===== config.mk =====
export PLATFORM = sky130hd
export DESIGN_NAME = btn_debounce_array
export DESIGN_NICKNAME = d
export VERILOG_FILES = /design/src/rtl/btn_debounce_array.sv
export SDC_FILE = /design/constraint.sdc
export NUM_CORES = 1
export LEC_CHECK = 0
export CORE_UTILIZATION = 45
export CTS_BUF_LIST = sky130_fd_sc_hd__clkbuf_8
export CTS_CLUSTER_DIAMETER = 30
export CTS_CLUSTER_SIZE = 40
export DETAILED_ROUTE_END_ITERATION = 6
export GPL_TIMING_DRIVEN = 0
export PLACE_DENSITY = 0.69
export SYNTH_ARGS = -nofsm -noshare
export SYNTH_HDL_FRONTEND = slang
export SYNTH_SLANG_ARGS = --single-unit

===== constraint.sdc =====
create_clock -name clk -period 4.1 [get_ports clk]
set_clock_uncertainty 0.1 [all_clocks]
set_input_delay 1.025 -clock clk [delete_from_list [all_inputs] [get_ports clk]]
set_output_delay 1.025 -clock clk [all_outputs]
set_load 0.03 [all_outputs]

===== src/rtl/btn_debounce_array.sv =====
// Multi-channel push-button conditioner: 2-FF synchroniser, tick-sampled integrator
// debounce, press/release pulses, long-press and auto-repeat pulses per channel.
module btn_debounce_array #(
   parameter int CH           = 4,
   parameter int SAMPLE_DIV   = 100000,
   parameter int STABLE_CNT   = 4,
   parameter int LONG_TICKS   = 1000,
   parameter int REPEAT_TICKS = 200,
   parameter bit ACTIVE_LOW   = 1'b0
) (
   input  logic          clk,
   input  logic          reset_n,
   input  logic [CH-1:0] btn,
   output logic [CH-1:0] btn_lvl,
   output logic [CH-1:0] btn_pe,
   output logic [CH-1:0] btn_ne,
   output logic [CH-1:0] btn_long,
   output logic [CH-1:0] btn_rpt
);

   localparam int DW = $clog2(SAMPLE_DIV);
   localparam int CW = (STABLE_CNT > 1) ? $clog2(STABLE_CNT) : 1;
   localparam int HW = $clog2(LONG_TICKS + 1);
   localparam int RW = (REPEAT_TICKS > 1) ? $clog2(REPEAT_TICKS) : 1;

   localparam logic [DW-1:0] DIV_LAST  = DW'(SAMPLE_DIV - 1);
   localparam logic [CW-1:0] CNT_LAST  = CW'(STABLE_CNT - 1);
   localparam logic [HW-1:0] HOLD_MAX  = HW'(LONG_TICKS);
   localparam logic [HW-1:0] HOLD_LAST = HW'(LONG_TICKS - 1);
   localparam logic [RW-1:0] RPT_LAST  = (REPEAT_TICKS > 0) ? RW'(REPEAT_TICKS - 1) : '0;

   logic [DW-1:0] div_cnt_r;
   logic          tick_s;
   logic [CH-1:0] sync1_r;
   logic [CH-1:0] sync2_r;
   logic [CH-1:0] samp_s;

   assign tick_s = (div_cnt_r == DIV_LAST);
   assign samp_s = sync2_r ^ {CH{ACTIVE_LOW}};

   // Shared sample-tick divider, wraps at SAMPLE_DIV-1.
   always_ff @(posedge clk or negedge reset_n) begin
      if (!reset_n) begin
         div_cnt_r <= '0;
      end else if (tick_s) begin
         div_cnt_r <= '0;
      end else begin
         div_cnt_r <= div_cnt_r + DW'(1);
      end
   end

   // Two-stage synchroniser for the asynchronous button pins.
   always_ff @(posedge clk or negedge reset_n) begin
      if (!reset_n) begin
         sync1_r <= '0;
         sync2_r <= '0;
      end else begin
         sync1_r <= btn;
         sync2_r <= sync1_r;
      end
   end

   for (genvar i = 0; i < CH; i++) begin : g_ch
      logic [CW-1:0] cnt_r;
      logic [CW-1:0] cnt_nxt_s;
      logic          flip_s;
      logic          lvl_r;
      logic          pe_r;
      logic          ne_r;
      logic [HW-1:0] hold_r;
      logic [HW-1:0] hold_nxt_s;
      logic [RW-1:0] rpt_cnt_r;
      logic [RW-1:0] rpt_cnt_nxt_s;
      logic          long_nxt_s;
      logic          rpt_nxt_s;
      logic          long_r;
      logic          rpt_r;

      // Integrator: the level flips only after STABLE_CNT consecutive disagreeing samples.
      always_comb begin
         cnt_nxt_s = cnt_r;
         flip_s    = 1'b0;
         if (tick_s) begin
            if (samp_s[i] == lvl_r) begin
               cnt_nxt_s = '0;
            end else if (cnt_r == CNT_LAST) begin
               cnt_nxt_s = '0;
               flip_s    = 1'b1;
            end else begin
               cnt_nxt_s = cnt_r + CW'(1);
            end
         end else begin
            cnt_nxt_s = cnt_r;
         end
      end

      // Hold and repeat: released or releasing channels are cleared so nothing fires late.
      always_comb begin
         hold_nxt_s    = hold_r;
         rpt_cnt_nxt_s = rpt_cnt_r;
         long_nxt_s    = 1'b0;
         rpt_nxt_s     = 1'b0;
         if (!lvl_r || flip_s) begin
            hold_nxt_s    = '0;
            rpt_cnt_nxt_s = '0;
         end else if (tick_s) begin
            if (hold_r != HOLD_MAX) begin
               hold_nxt_s = hold_r + HW'(1);
               long_nxt_s = (hold_r == HOLD_LAST);
            end else if (REPEAT_TICKS > 0) begin
               if (rpt_cnt_r == RPT_LAST) begin
                  rpt_cnt_nxt_s = '0;
                  rpt_nxt_s     = 1'b1;
               end else begin
                  rpt_cnt_nxt_s = rpt_cnt_r + RW'(1);
               end
            end else begin
               rpt_cnt_nxt_s = '0;
            end
         end else begin
            hold_nxt_s = hold_r;
         end
      end

      // Per-channel state and registered pulse outputs.
      always_ff @(posedge clk or negedge reset_n) begin
         if (!reset_n) begin
            cnt_r     <= '0;
            lvl_r     <= 1'b0;
            pe_r      <= 1'b0;
            ne_r      <= 1'b0;
            hold_r    <= '0;
            rpt_cnt_r <= '0;
            long_r    <= 1'b0;
            rpt_r     <= 1'b0;
         end else begin
            cnt_r     <= cnt_nxt_s;
            lvl_r     <= lvl_r ^ flip_s;
            pe_r      <= flip_s & ~lvl_r;
            ne_r      <= flip_s & lvl_r;
            hold_r    <= hold_nxt_s;
            rpt_cnt_r <= rpt_cnt_nxt_s;
            long_r    <= long_nxt_s;
            rpt_r     <= rpt_nxt_s;
         end
      end

      assign btn_lvl[i]  = lvl_r;
      assign btn_pe[i]   = pe_r;
      assign btn_ne[i]   = ne_r;
      assign btn_long[i] = long_r;
      assign btn_rpt[i]  = rpt_r;
   end

endmodule


==> impl_metrics.json, run 1 <==
{
  "via_per_inst": 5.757,
  "synth_area_leaders": "dfrtp_1 (48%), ha_1 (5.5%), nand2_1 (4.6%), nand3_1 (3.7%), o21ai_0 (3.4%)",
  "r2r-start": "div_cnt_r[0]$_DFF_PN0_",
  "cts_tree": "yes",
  "r2r_slack_ns": 0.38,
  "synth_edf_count": 0,
  "synth_most_common_cell": "dfrtp_1",
  "grt_pass1_wl_microns": 23210,
  "drive_above_1_share_pct": 8.186,
  "cts_hold_buf": 0,
  "post_synth_fa_ha_maj_area_fraction_pct": 5.543,
  "fin_hold_ws_ns": 0.2513,
  "clockRootBuffer": "clkbuf_8",
  "die_w_microns": 122.6,
  "ys_seq_area_share_pct": 47.78,
  "antenna_cells": 0,
  "synth_compound_area_share_pct": 13.15,
  "slew_headroom_pct": 16.98,
  "start_util_pct": 46.62,
  "syn-num-nets": 715,
  "ctsHtreeMaxLevel": 4,
  "rows": 43,
  "fin_crit_sh_pct": 90.74,
  "drv_cap": 0,
  "clockBufferDepth": 2,
  "grt_pass1_vias": 5065,
  "powerDensity_nw_per_um2": 297.2,
  "synth_cell_type_count": 49,
  "synthToLayoutAreaGrowth_pct": 12.65,
  "startpoint": "div_cnt_r[0]$_DFF_PN0_",
  "rsz0062_at_grt": "no",
  "synthFlopType": "dfrtp_1",
  "startpoint_type": "register",
  "ys_ff_latch": 125,
  "synth_area_sq_um": 6546,
  "critPathCapture": "g_ch[2].hold_r[8]$_DFFE_PN0P_",
  "clk_latency_ns": 0.44,
  "grt_max_degree": 71,
  "grtUsageTotal_pct": 19.65,
  "worst_ep_arrival_time_ns": 3.95,
  "status": "complete, no violations",
  "fp.coreArea_sq_um": 14040,
  "overflow": 0,
  "drt.antenna.violating_nets": 0,
  "min_period_ns": 3.720,
  "numPortBuffers": 25,
  "hold_viol": 0,
  "synth_top_area_share_pct": 47.78,
  "worst_pin_slew_ns": 1.229,
  "reg2regPathDepth": 11,
  "layout.nets": 760,
  "cts_buffers": 17,
  "slew_viol_final": 0,
  "yosysTopAreaCell": "dfrtp_1",
  "path_clk_slew_ns": 0.07,
  "die_y_microns": 122.6,
  "gp_congestion": 0.8312,
  "die_area_sq_um": 15030,
  "yosys.area_share.simple_pct": 23.83,
  "min_path_type": "register to register",
  "finalWirelength_microns": 13600,
  "r2r-end": "g_ch[2].hold_r[8]$_DFFE_PN0P_",
  "clkSinkCount": 125,
  "netlist_instances": 680,
  "drc": 0,
  "routedWlPerCell_microns": 14.89,
  "synth_top_family_by_area": "simple AND/OR/NAND/NOR gates",
  "post_cts_resized": 0,
  "critPathMaxFanout": 10,
  "num_io_pins": 26,
  "synth.area.mux_share_pct": 0.4778,
  "dr.pass1.iters": 5,
  "finalSetupViolCount": 0,
  "crit_type": "register to register",
  "fmax_mhz": 268.8,
  "ir_worst_vdd_mv": 0.1797,
  "synth.avg_cell_area_sq_um": 9.627,
  "post_cts_buffers": 0,
  "synth_xor_area_share_pct": 3.746,
  "fin_setup_tns_ns": 0,
  "synthArstFlopShare_pct": 100.0,
  "p_leak_nw": 3.256,
  "endpoint_kind": "register",
  "yosysWarnings": 0,
  "hpwl_microns": 9327,
  "required_ns": 4.33,
  "antenna_found_initial": 0,
  "via_count": 5256,
  "ys_top_cells_by_count": "dfrtp_1 (125), nand2_1 (80), nand3_1 (48)",
  "dr.first_iter.drc_count": 426
}
-- final cells by class --
cell class	count	area [sq um]
Sequential cell	125	3128
Clock buffer	22	302.8
Multi-Input combinational cell	481	3060
Timing Repair Buffer	26	279.0
Fill cell	1294	6668
Inverter	30	112.6
Clock inverter	5	21.27
Buffer	44	245.2
Tap cell	180	225.2
-- report_power, final --
| part | internal, W | switching, W | leakage, nW | total (W) |
|---|---|---|---|---|
| logic | 0.00000769 | 0.0000255 | 1.36 | 0.0000332 |
| registers | 0.00124 | 0.00000176 | 1.71 | 0.00124 |
| clock network | 0.000473 | 0.000447 | 0.182 | 0.000919 |
-- layout by cell type (no fill, tap or decap), types with 5 or more instances in the layout --
cell type        Yosys  final
o31ai_1             17     17
o41ai_1              7      7
or4_1               10     10
nor2_1              32     32
clkdlybuf4s50_1      0     24
clkbuf_8             0     22
nand3b_1             6      6
a21oi_1             19     19
xnor2_1             15     15
nand4_1             29     29
inv_1               30     33
a31oi_1              5      5
ha_1                29     29
xor2_1              13     13
or3_1                6      6
a22o_1               7      7
nand2b_1             5      5
o21ai_0             44     44
buf_4               20     20
and2_1               7      7
nor4_1              12     12
o211ai_1             6      6
nor3_1              16     16
dfrtp_1            125    125
nand2_1             80     80
clkbuf_1            20     20
and3_1              18     18
nand3_1             48     48
-- metal layers --
| metal | vias up | GRT usage [%] | part of all wire [%] |
|---|---|---|---|
| li1 | 2543 | - | - |
| met4 | 0 | 7.622 | 1.4 |
| met2 | 144 | 32.20 | 48 |
| met1 | 2552 | 25.32 | 47 |
| met5 | - | 0 | 0 |
| met3 | 17 | 4.229 | 3.9 |
-- sequential cells by signal, summed over array words and instances, names as in the netlist --
register        cells
g_ch.long_r         4
g_ch.ne_r           4
g_ch.lvl_r          4
g_ch.rpt_cnt_r     32
samp_s              4
g_ch.cnt_r          8
g_ch.rpt_r          4
sync1_r             4
g_ch.pe_r           4
g_ch.hold_r        40
div_cnt_r          17
-- worst max-delay path, cell delays in order (launching register included) --
cell and delay (ns):
dfrtp_1 0.43, ha_1 0.27, nand4_1 0.34, nor4_4 0.11, buf_2 0.23, buf_2 0.22, nand3_1 0.13, ha_1 0.21
inv_1 0.13, o41ai_1 1.11, mux2i_1 0.27, nand2_1 0.06
-- worst min-delay path by stage --
| stage | start | to | slack [ns] | depth (start not counted) |
|---|---|---|---|---|
| floorplan | sync1_r[0]$_DFF_PN0_ | samp_s[0]$_DFF_PN0_ | 0.23 | 0 |
| global placement | sync1_r[0]$_DFF_PN0_ | samp_s[0]$_DFF_PN0_ | 0.23 | 0 |
| detailed placement | sync1_r[3]$_DFF_PN0_ | samp_s[3]$_DFF_PN0_ | 0.24 | 0 |
| CTS | sync1_r[3]$_DFF_PN0_ | samp_s[3]$_DFF_PN0_ | 0.25 | 0 |
| global route | sync1_r[3]$_DFF_PN0_ | samp_s[3]$_DFF_PN0_ | 0.27 | 0 |
| finish | sync1_r[3]$_DFF_PN0_ | samp_s[3]$_DFF_PN0_ | 0.25 | 0 |
-- cell families after synthesis --
group,after synthesis
and+or+nand+nor,293
AOI/OAI and AO/OA,128
DFF,125
buffers and inverters,74
adders and majority gates,29
xor gates and xnor gates,28
muxes,3
-- metrics by stage --
step	total power (W)	utilization (%)	std cells	cell area [sq um]	setup slack, ns
floorplan	0.001263	-	680	6546	1.068
global placement	0.001294	50.00	885	7022	-2.972
detailed placement	0.001298	50.21	886	7051	0.3559
CTS	0.002213	52.52	913	7375	0.3395
global route	0.002266	52.52	913	7375	0.08058
finish	0.002192	52.52	913	7375	0.3798
(Power assumes the default switching activity.)
==> run 2, diff against run 1 <==
==> config.mk (replaced) <==
export PLATFORM = sky130hd
export DESIGN_NAME = btn_debounce_array
export DESIGN_NICKNAME = d
export VERILOG_FILES = /design/src/rtl/btn_debounce_array.sv
export SDC_FILE = /design/constraint.sdc
export NUM_CORES = 1
export LEC_CHECK = 0
export CELL_PAD_IN_SITES_DETAIL_PLACEMENT = 1
export CELL_PAD_IN_SITES_GLOBAL_PLACEMENT = 2
export CORE_UTILIZATION = 41
export CTS_BUF_LIST = sky130_fd_sc_hd__clkbuf_8
export CTS_CLUSTER_SIZE = 40
export DETAILED_ROUTE_END_ITERATION = 6
export GPL_TIMING_DRIVEN = 0
export PLACE_DENSITY = 0.89
export SYNTH_ARGS = -nofsm -noshare
export SYNTH_HDL_FRONTEND = slang
export SYNTH_SLANG_ARGS = --single-unit
==> impl_metrics.json, run 2 (synthesis results as in run 1) <==
{
  "pwr-share-clk_pct": 44.7,
  "worst_ep_arrival_time_ns": 4.08,
  "cp_slowest_cell": "or4b_1",
  "cp_cell_sequence": "or4b_1, nor4_4, buf_2, buf_2, nand3_1, ha_1, inv_1, clkbuf_1, nor3_1, a32oi_1, nand2_1",
  "fin_hold_ws_ns": 0.2511,
  "finalSetupViolCount": 0,
  "drive_above_1_share_pct": 8.808,
  "cts_tree": "yes",
  "cts_hold_buf": 0,
  "drc": 0,
  "antenna_cells": 0,
  "hold_viol": 0,
  "power_frac_seq_pct": 53.8,
  "p_sw_w": 0.0005115,
  "rows": 45,
  "numPortBuffers": 25,
  "layout_commonest_cell": "dfrtp_1",
  "slew_viol_final": 0,
  "layout.nets": 760,
  "cts_buffers": 17,
  "die_w_microns": 128.4,
  "num_io_pins": 26,
  "largest_register_ff_count": 40,
  "slowest_delay_ns": 0.69,
  "antenna_found_initial": 0,
  "cpMostUsedCell": "buf_2",
  "p_leak_nw": 3.287,
  "endpoint_kind": "register",
  "startpoint_type": "register",
  "p_comb_share_pct": 1.5,
  "ctsHtreeMaxLevel": 4,
  "fin_crit_sh_pct": 93.63,
  "clkSinkCount": 125,
  "min_path_type": "register to register",
  "p_int_w": 0.001791,
  "critPathMaxFanout": 10,
  "grt_max_degree": 79,
  "top_register": "g_ch.hold_r",
  "fmax_mhz": 260.5,
  "hpwl_microns": 11080,
  "nFillCells": 1783,
  "rsz0062_at_grt": "no",
  "die_y_microns": 128.4,
  "post_cts_resized": 0,
  "status": "complete, no violations",
  "clockBufferDepth": 2,
  "worst_pin_slew_ns": 1.167,
  "clockRootBuffer": "clkbuf_8",
  "fp.coreArea_sq_um": 15370,
  "dr.first_iter.drc_count": 225,
  "required_ns": 4.34,
  "grt_pass1_vias": 5652,
  "grtUsageTotal_pct": 21.18,
  "preCtsSetupSlack_ns": 0.2768,
  "dr.pass1.iters": 4,
  "finalWirelength_microns": 15860,
  "gp_congestion": 0.8212,
  "routedWlPerCell_microns": 16.71,
  "synthToLayoutAreaGrowth_pct": 14.05,
  "powerDensity_nw_per_um2": 308.4,
  "dp_cells": 917,
  "instances_no_fill": 949,
  "path_clk_slew_ns": 0.07,
  "ir_worst_vdd_mv": 0.1885,
  "top_regs": "g_ch.hold_r (40), g_ch.rpt_cnt_r (32), div_cnt_r (17)",
  "clk_latency_ns": 0.45,
  "min_period_ns": 3.839,
  "via_count": 5348,
  "drv_cap": 0,
  "overflow": 0,
  "via_per_inst": 5.635,
  "drt.antenna.violating_nets": 0,
  "swShare_pct": 22.21,
  "die_area_sq_um": 16480,
  "slew_headroom_pct": 21.46,
  "start_util_pct": 42.59,
  "grt_pass1_wl_microns": 27460,
  "post_cts_buffers": 0,
  "crit_type": "register to register",
  "fin_ws_ns": 0.2611,
  "final_cell_mix": "dfrtp_1 (125), nand2_1 (80), nand3_1 (48), o21ai_0 (44), inv_1 (34)"
}
## run 2: changes by cell type in the layout (fill, tap and decap cells not counted)
| cell | delta |
|---|---|
| inv_1 | +1 |
| clkbuf_2 | +1 |
| clkbuf_1 | -1 |
| clkinvlp_4 | +1 |
| clkinv_2 | +2 |
| bufinv_16 | +1 |
## run 2: per-stage QoR
stage	instance area [sq um]	util, %	TNS (ns)	total power (W)
after floorplan	6546	-	0	0.001263
after global placement	7061	45.93	-400.29	0.001296
after detailed placement	7089	46.12	0	0.001299
after CTS	7465	48.56	0	0.002332
after global routing	7466	48.57	0	0.002387
final	7466	48.57	0	0.002302
## run 2: final cells by class
type                    count  area [sq um]  share of cell area (%)
plain buffers              43         241.5                   3.234
clock buffers              22         302.8                   4.056
clock inverters            10         72.57                  0.9720
inverters                  30         112.6                   1.508
multi-input cells         481          3060                   40.99
flip-flops and latches    125          3128                   41.90
well taps                 211         264.0                   3.536
repair buffers             27         284.0                   3.804
## run 2: path summary, 6_finish.rpt
check	depth (start not counted)	from	to	slack, ns
worst max-delay path	11	div_cnt_r[13]$_DFF_PN0_	g_ch[2].rpt_cnt_r[6]$_DFFE_PN0P_	0.26
worst min-delay path	0	sync1_r[0]$_DFF_PN0_	samp_s[0]$_DFF_PN0_	0.25
worst max register to register	11	div_cnt_r[13]$_DFF_PN0_	g_ch[2].rpt_cnt_r[6]$_DFFE_PN0P_	0.26
worst min register to register	0	sync1_r[0]$_DFF_PN0_	samp_s[0]$_DFF_PN0_	0.25
max in group asynchronous	2	reset_n	g_ch[1].hold_r[1]$_DFFE_PN0P_	2.76
min in group asynchronous	1	reset_n	sync1_r[3]$_DFF_PN0_	0.41
## run 2: critical path: cells and delay by family (launching register included)
kind / cells / cell delay, ns
AO/OA/AOI/OAI: 1 / 0.22
AND/OR/NAND/NOR: 5 / 1.43
adder cells (fa/ha/maj): 1 / 0.24
buffers and inverters: 4 / 1.29
flip-flops: 1 / 0.43
## run 2: metal layers
metal / track usage [%] / wire length (microns) / up-vias
li1: - / - / 2542
met4: 7.474 / 214 / 0
met5: 0 / 0 / -
met1: 27.32 / 7444 / 2740
met2: 35.83 / 7914 / 50
met3: 3.742 / 281 / 16
## run 2: power by group through the flow
stage	sequential (W)	combinational, W	clock (W)
detailed placement	0.00126	0.0000367	0
global placement	0.00126	0.0000326	0
global route	0.00124	0.0000401	0.00111
CTS	0.00124	0.0000365	0.00106
finish	0.00124	0.0000340	0.00103
floorplan	0.00126	0.00000190	0
